File: config.mk
export PLATFORM = sky130hd
export DESIGN_NAME = timer_digit_loader
export DESIGN_NICKNAME = d
export VERILOG_FILES = /design/src/rtl/timer_digit_loader.sv
export SDC_FILE = /design/constraint.sdc
export NUM_CORES = 1
export LEC_CHECK = 0
export CORE_UTILIZATION = 39
export CTS_BUF_LIST = sky130_fd_sc_hd__clkbuf_8
export CTS_CLUSTER_DIAMETER = 150
export DETAILED_ROUTE_END_ITERATION = 7
export SLEW_MARGIN = 20
export SYNTH_ARGS = -nofsm -noshare
export SYNTH_HDL_FRONTEND = slang
export SYNTH_SLANG_ARGS = --single-unit
File: constraint.sdc
create_clock -name clk -period 2.6 [get_ports clk]
set_input_delay 0.26 -clock clk [delete_from_list [all_inputs] [get_ports clk]]
set_output_delay 0.26 -clock clk [all_outputs]
set_load 0.02 [all_outputs]
File: src/rtl/timer_digit_loader.sv
// Debounces keypad presses and shifts each committed digit into a 4-digit BCD MM:SS entry buffer.
// The first digit entered ends up in M tens; the last digit entered is S units.
module timer_digit_loader #(
  parameter int unsigned DEBOUNCE_CYCLES = 4
) (
  input  logic        clk,
  input  logic        rst,
  input  logic [3:0]  data,
  input  logic        valid_input,
  input  logic        load_en,
  input  logic        clear,
  output logic [15:0] digits,
  output logic [2:0]  digit_count,
  output logic        new_digit,
  output logic        full
);

  typedef enum logic [1:0] {IDLE, PRESS, HELD} state_t;

  localparam logic [8:0] DEB = 9'(DEBOUNCE_CYCLES);

  state_t      state_q;
  logic [7:0]  cnt_q;
  logic [3:0]  captured_q;
  logic        prev_press_q;
  logic        press;
  logic        press_edge;
  logic [8:0]  cnt_inc;

  function automatic logic [2:0] sat_count(input logic [2:0] c);
    return (c >= 3'd4) ? 3'd4 : c + 3'd1;
  endfunction

  assign press      = valid_input && (data <= 4'd9);
  assign press_edge = press && !prev_press_q;
  assign cnt_inc    = {1'b0, cnt_q} + 9'd1;
  assign full       = (digit_count == 3'd4);

  // prev_press resets high so a key held through reset needs one low sample first.
  always_ff @(posedge clk or posedge rst) begin
    if (rst) begin
      state_q      <= IDLE;
      cnt_q        <= 8'd0;
      captured_q   <= 4'd0;
      prev_press_q <= 1'b1;
      digits       <= 16'h0000;
      digit_count  <= 3'd0;
      new_digit    <= 1'b0;
    end else begin
      prev_press_q <= press;
      new_digit    <= 1'b0;
      if (clear) begin
        digits      <= 16'h0000;
        digit_count <= 3'd0;
        state_q     <= IDLE;
        cnt_q       <= 8'd0;
      end else begin
        case (state_q)
          IDLE: begin
            if (press_edge && load_en) begin
              captured_q <= data;
              if (DEB == 9'd1) begin
                digits      <= {digits[11:0], data};
                digit_count <= sat_count(digit_count);
                new_digit   <= 1'b1;
                cnt_q       <= 8'd0;
                state_q     <= HELD;
              end else begin
                cnt_q   <= 8'd1;
                state_q <= PRESS;
              end
            end
          end
          PRESS: begin
            if (!press || (data != captured_q) || !load_en) begin
              cnt_q   <= 8'd0;
              state_q <= IDLE;
            end else if (cnt_inc == DEB) begin
              digits      <= {digits[11:0], captured_q};
              digit_count <= sat_count(digit_count);
              new_digit   <= 1'b1;
              cnt_q       <= 8'd0;
              state_q     <= HELD;
            end else begin
              cnt_q <= cnt_inc[7:0];
            end
          end
          HELD: begin
            // Counts consecutive released samples; any press sample restarts it.
            if (press) begin
              cnt_q <= 8'd0;
            end else if (cnt_inc == DEB) begin
              cnt_q   <= 8'd0;
              state_q <= IDLE;
            end else begin
              cnt_q <= cnt_inc[7:0];
            end
          end
          default: begin
            cnt_q   <= 8'd0;
            state_q <= IDLE;
          end
        endcase
      end
    end
  end

endmodule

==> impl_metrics.toml, run 1 <==
[die]
die_height_um = 69.97
initial_core_util_pct = 41.10
core-area_mm2 = 0.004384
num_rows = 24
io-pin-count = 30
fp.dieW_um = 69.97
floorplan.die_area_mm2 = 0.004896

[routing]
drtIter0Drc = 100
vias = 1568
drc_errors = 0
wl_per_cell_um = 15.02
via_per_inst = 5.744
wirelength_um = 4100
ant_nets = 0
dr.pass1.iters = 4

[critical_path]
rrSetupSlack_ps = 440
critPathCaptureType = "register"
criticalPathCategory = "reg2reg"
critPathLaunchType = "register"
path_cells = "and4_4, a211o_1, a2111oi_4, buf_4, nor3_1, or2_2"
critPathLaunch = "cnt_q[3]"
crit_required_ps = 2760
r2r_end = "state_q[0]"
crit_family = "compound AO/OA/AOI/OAI gates"
max_stage_delay_ps = 440
cp_max_fo = 10
crit_path_top_delay_cell = "dfrtp_1"
critPathBufInv = 1
worst_ep_arrival_time_ps = 2320
r2r_start = "cnt_q[3]"
crit_cells = 6
endpoint = "state_q[0]"
worst_r2r_path_depth = 6

[place]
port_buffers = 29
place_congestion = 0.7894
detailed_place_hpwl_um = 2817

[sta]
final_hold_viol_count = 0
finalMaxSlewViolations = 0
finalCriticalPeriod_ps = 2156
setup-tns-final_ps = 0
fmax_mhz = 463.8
whs_ps = 376.0
tightest_slew_ps = 589.9
layout_worst_path_cycle_share_pct = 82.92
finClkSkew_ps = 7.953
grt_setup_unrepaired = "false"
timing.slew.headroom_pct = 60.46
setup-violations-final = 0

[clocking]
clockBufferDepth = 2
cts.sinks = 35
cts_tree = "built"
insertion_delay_ps = 290
cts_made_buffers = 5
ctsResizeCount = 0
cts.hold.buffers_added = 0
cts_root_buf = "clkbuf_8"
cts.reportedPaths.clkPinSlew_ps = 70
cts_max_level = 2
cts_setup_buffers = 0

[global_route]
grtUsageTotal_pct = 19.17
first_global_vias = 1513
grt_antenna_before_repair = 0
grt_pass1_wl_um = 7327
grt_overflow = 0
grt_max_degree = 36

[finish]
areaGrowthSynthToFinish_pct = 26.11
diodes = 0
drive_gt1_share_pct = 9.502
nets = 234
layout_commonest_cell = "dfrtp_1"
final_cell_mix = "34 x dfrtp_1, 29 x clkdlybuf4s50_1, 21 x o21ai_0"
finish.utilization_pct = 51.83

[pwr]
ir_drop_v = 0.0002184
powerDensity_mw_per_mm2 = 496.8
p_leak_nw = 0.9323

[synthesis]
ys_ff_latch = 35
ys_warn_count = 0
async_reset_ff_share_pct = 100.0
synthDistinctLibCells = 37
synth_top_flop_cell = "dfrtp_1"
syn_inst = 189
ys_seq_area_share_pct = 48.68
avgSynthCellArea_um2 = 9.533
synth_area_mm2 = 0.001802
syn_nets = 202
synth_edf_count = 0

[run]
maxCapViolCount = 0

[min_path]
hp-class = "in2async"

[run_status]
run_status = "completed"
-- stage by stage --
| step | instance area, um2 | setup WS (ps) | cells | total power, mW |
|---|---|---|---|---|
| after floorplan | 1802 | 517.6 | 189 | 0.6396 |
| after global placement | 2170 | 374.6 | 266 | 0.6757 |
| after detailed placement | 2170 | 318.2 | 266 | 0.6773 |
| after CTS | 2272 | 434.9 | 273 | 1.146 |
| after global routing | 2272 | 284.9 | 273 | 1.186 |
| final | 2272 | 444.1 | 273 | 1.129 |
-- where the power goes --
group	internal (mW)	leakage [nW]	total [mW]	switching [mW]
Combinational	0.0379	0.399	0.0844	0.0465
Clock	0.277	0.0554	0.462	0.185
Sequential	0.564	0.478	0.582	0.0182
-- how the worst min path moves through the flow --
stage	from	endpoint	cells after the start
after floorplan	data[1]	captured_q[1]	2
after global placement	digits[13]	digits[13]	2
after detailed placement	digits[15]	digits[15]	2
after CTS	rst	digits[10]	3
after global routing	rst	digits[10]	3
final	rst	digits[5]	3
-- cell type report --
cell class              instances  area, um2
inverters                       8      30.03
clock buffers                   5      68.82
flip-flops and latches         35      877.1
repair buffers                 36      342.8
clock inverters                 2      33.78
multi-input cells             135      854.6
well taps                      52      65.06
fillers                       397       2112
-- layer usage --
metal  part of all wire, %  track usage, %  vias up  routed length, um
met5                     0               0        -                  0
met4                  0.88           8.000        0                 36
met3                   4.8           3.463        4                198
met2                    50           32.48       44               2030
met1                    45           24.02      769               1835
li1                      -               -      751                  -
-- cell usage after synthesis (2+ instances only) --
master    instances  share of area (%)
nor2b_1           3                1.0
nor3_1            4                1.1
ha_1              4                2.8
o21ai_0          21                5.8
nor4_1            2               0.69
nand2b_1          6                2.1
nand4_1           4                1.4
and2_1            4                1.4
or3_1             2               0.69
buf_2             3               0.83
a221o_1           4                2.2
a22o_1            3                1.5
nand3_1          20                5.6
nor4b_1           2               0.97
xor2_1            2               0.97
clkbuf_1          8                1.7
nand2_1           7                1.5
mux2_2            2                1.2
inv_1             8                1.7
nor2_1            9                1.9
dfrtp_1          34                 47
a21oi_1          20                5.6
xnor2_1           3                1.5
-- sequential cells by signal, summed over array words and instances (netlist names) --
name          count
state_q           2
cnt_q             8
prev_press_q      1
captured_q        4
digits           16
new_digit         1
digit_count       3
-- cells by family (layout without fill, tap and decap cells) --
logic type / Yosys count / after routing / share of synthesized area [%]
AO/OA/AOI/OAI: 58 / 58 / 20.90
AND/OR/NAND/NOR: 66 / 66 / 19.79
multiplexers: 2 / 2 / 1.250
adder cells (fa/ha/maj): 4 / 4 / 2.778
flip-flops: 35 / 35 / 48.68
buffers and inverters: 19 / 51 / 4.167
XOR/XNOR: 5 / 5 / 2.431
-- worst reg2reg max path: cells and delay by family (launching register included) --
family / cells / cell delay (ps)
AO/OA/AOI/OAI: 2 / 760
AND/OR/NAND/NOR: 3 / 600
flip-flops: 1 / 440
buffers and inverters: 1 / 240
No activity file was read; power rests on OpenSTA's default activity.
==> run 2, diff against run 1 <==
==> constraint.sdc (replaced) <==
create_clock -name clk -period 1.7 [get_ports clk]
set_input_delay 0.17 -clock clk [delete_from_list [all_inputs] [get_ports clk]]
set_output_delay 0.17 -clock clk [all_outputs]
set_load 0.02 [all_outputs]
==> run 2 against run 1 <==
The flow now finishes with violations (setup timing). Final cell count rose by 12%. Routed wire length rose by 11%. Via count rose by 5.7%. Flip-flop and latch count did not move. Largest cell class is now multi-input combinational cells. Largest power group unchanged.
==> impl_metrics.toml, run 2 (synthesized netlist as in run 1, its figures left out) <==
[routing]
via_per_inst = 5.436
vias = 1658
wl_per_cell_um = 14.87
dr.pass1.iters = 4
drtIter0Drc = 90
drc_errors = 0
ant_nets = 0
wirelength_um = 4536

[pwr]
powerDensity_mw_per_mm2 = 656.8
ir_drop_v = 0.0004391
p_leak_nw = 1.095

[global_route]
use_met1_pct = 26.75
grt_pass1_wl_um = 7907
gr-max-usage-layer = "met2"
use_met3_pct = 5.339
grt_max_degree = 36
grt_overflow = 0
use_met2_pct = 31.73
first_global_vias = 1715
grtUsageTotal_pct = 20.35
grt_antenna_before_repair = 0

[clocking]
cts_max_level = 2
cts.reportedPaths.clkPinSlew_ps = 80
insertion_delay_ps = 290
clockBufferDepth = 2
cts.hold.buffers_added = 0
cts_made_buffers = 5
cts.sinks = 35
cts_root_buf = "clkbuf_8"
cts_tree = "built"

[place]
place_congestion = 0.8082
port_buffers = 29
dp.cells = 295
detailed_place_hpwl_um = 3134

[finish]
nets = 265
diodes = 0
drive_gt1_share_pct = 26.09
final_cell_mix = "34 x dfrtp_1, 34 x buf_4, 28 x clkdlybuf4s50_1"
top_register = "digits"
finalNonFillerCells = 305
largest_reg_flops = 16
areaGrowthSynthToFinish_pct = 43.54
reg_top3 = "digits x16, cnt_q x8, captured_q x4"

[sta]
finalCriticalPeriod_ps = 1963
grt_setup_unrepaired = "true"
timing.slew.headroom_pct = 66.49
final_hold_viol_count = 0
tightest_slew_ps = 500.8
layout_worst_path_cycle_share_pct = 115.5
worst_slack_ps = -263.4
fmax_mhz = 509.3
finalMaxSlewViolations = 0
setup-tns-final_ps = -5469
finClkSkew_ps = 5.851
setup-violations-final = 30

[critical_path]
critPathLaunchType = "register"
criticalPathCategory = "reg2reg"
crit_path_top_delay_cell = "dfrtp_1"
worst_ep_arrival_time_ps = 2140
max_stage_delay_ps = 420
path_cells = "and4_4, a211o_1, a2111oi_4, buf_4, nor3_4, a221o_1"
cp_max_fo = 8
crit_required_ps = 1880
critPathCaptureType = "register"
crit_family = "compound AO/OA/AOI/OAI gates"
critPathBufInv = 1

[run_status]
violations = "setup timing"
run_status = "complete, but fails checks"

[run]
maxCapViolCount = 0

[die]
core-area_mm2 = 0.004384
initial_core_util_pct = 41.10
die_height_um = 69.97
io-pin-count = 30
floorplan.die_area_mm2 = 0.004896
num_rows = 24
fp.dieW_um = 69.97

[min_path]
hp-class = "in2async"
[run 2: worst min-delay path, cell delays in order]
cell and delay (ps):
clkdlybuf4s50_1 400, inv_1 50, buf_4 390
[run 2: layout make-up]
class	count	area (um2)
clock buffers	5	68.82
clock inverters	3	20.02
fillers	391	1798
inverters	8	30.03
multi-input cells	135	923.4
flip-flops and latches	35	877.1
well taps	52	65.06
repair buffers	67	601.8
[run 2: worst paths after layout]
check	slack [ps]	end	cells after the start	from
max	-260	cnt_q[2]	6	cnt_q[0]
min	280	digits[15]	3	rst
max reg2reg	-260	cnt_q[2]	6	cnt_q[0]
min reg2reg	540	digits[12]	2	digits[12]
max in group asynchronous	1070	prev_press_q	3	rst
min in group clk	510	captured_q[3]	3	data[3]
[run 2: power breakdown]
part | leakage [nW] | internal (mW) | switching [mW]
sequential | 0.478 | 0.862 | 0.0249
combinational | 0.578 | 0.0989 | 0.0931
clock | 0.0402 | 0.285 | 0.335
total | 1.10 | 1.25 | 0.453
[run 2: timing repair]
action,CTS,global route
pin swaps,8,3
endpoints found under the setup margin,31,31
setup buffers,3,0
gates resized for setup,12,8
[run 2: per-layer routing]
layer	vias up	part of all wire [%]
met3	10	3.5
met1	803	46
li1	809	-
met4	0	2.1
met5	-	0
met2	36	48
[run 2: through the flow]
stage / util (%) / area (um2) / setup WS, ps / total power, mW / hold WS, ps
after CTS: 58.96 / 2585 / -270.1 / 1.718 / 306.2
after detailed placement: 55.39 / 2429 / -410.5 / 1.095 / 533.4
after global placement: 55.39 / 2429 / -305.5 / 1.088 / 528.3
after global routing: 58.99 / 2586 / -374.4 / 1.775 / 356.9
final: 58.99 / 2586 / -263.4 / 1.699 / 283.5
after floorplan: - / 1836 / -253.8 / 0.9824 / 286.8
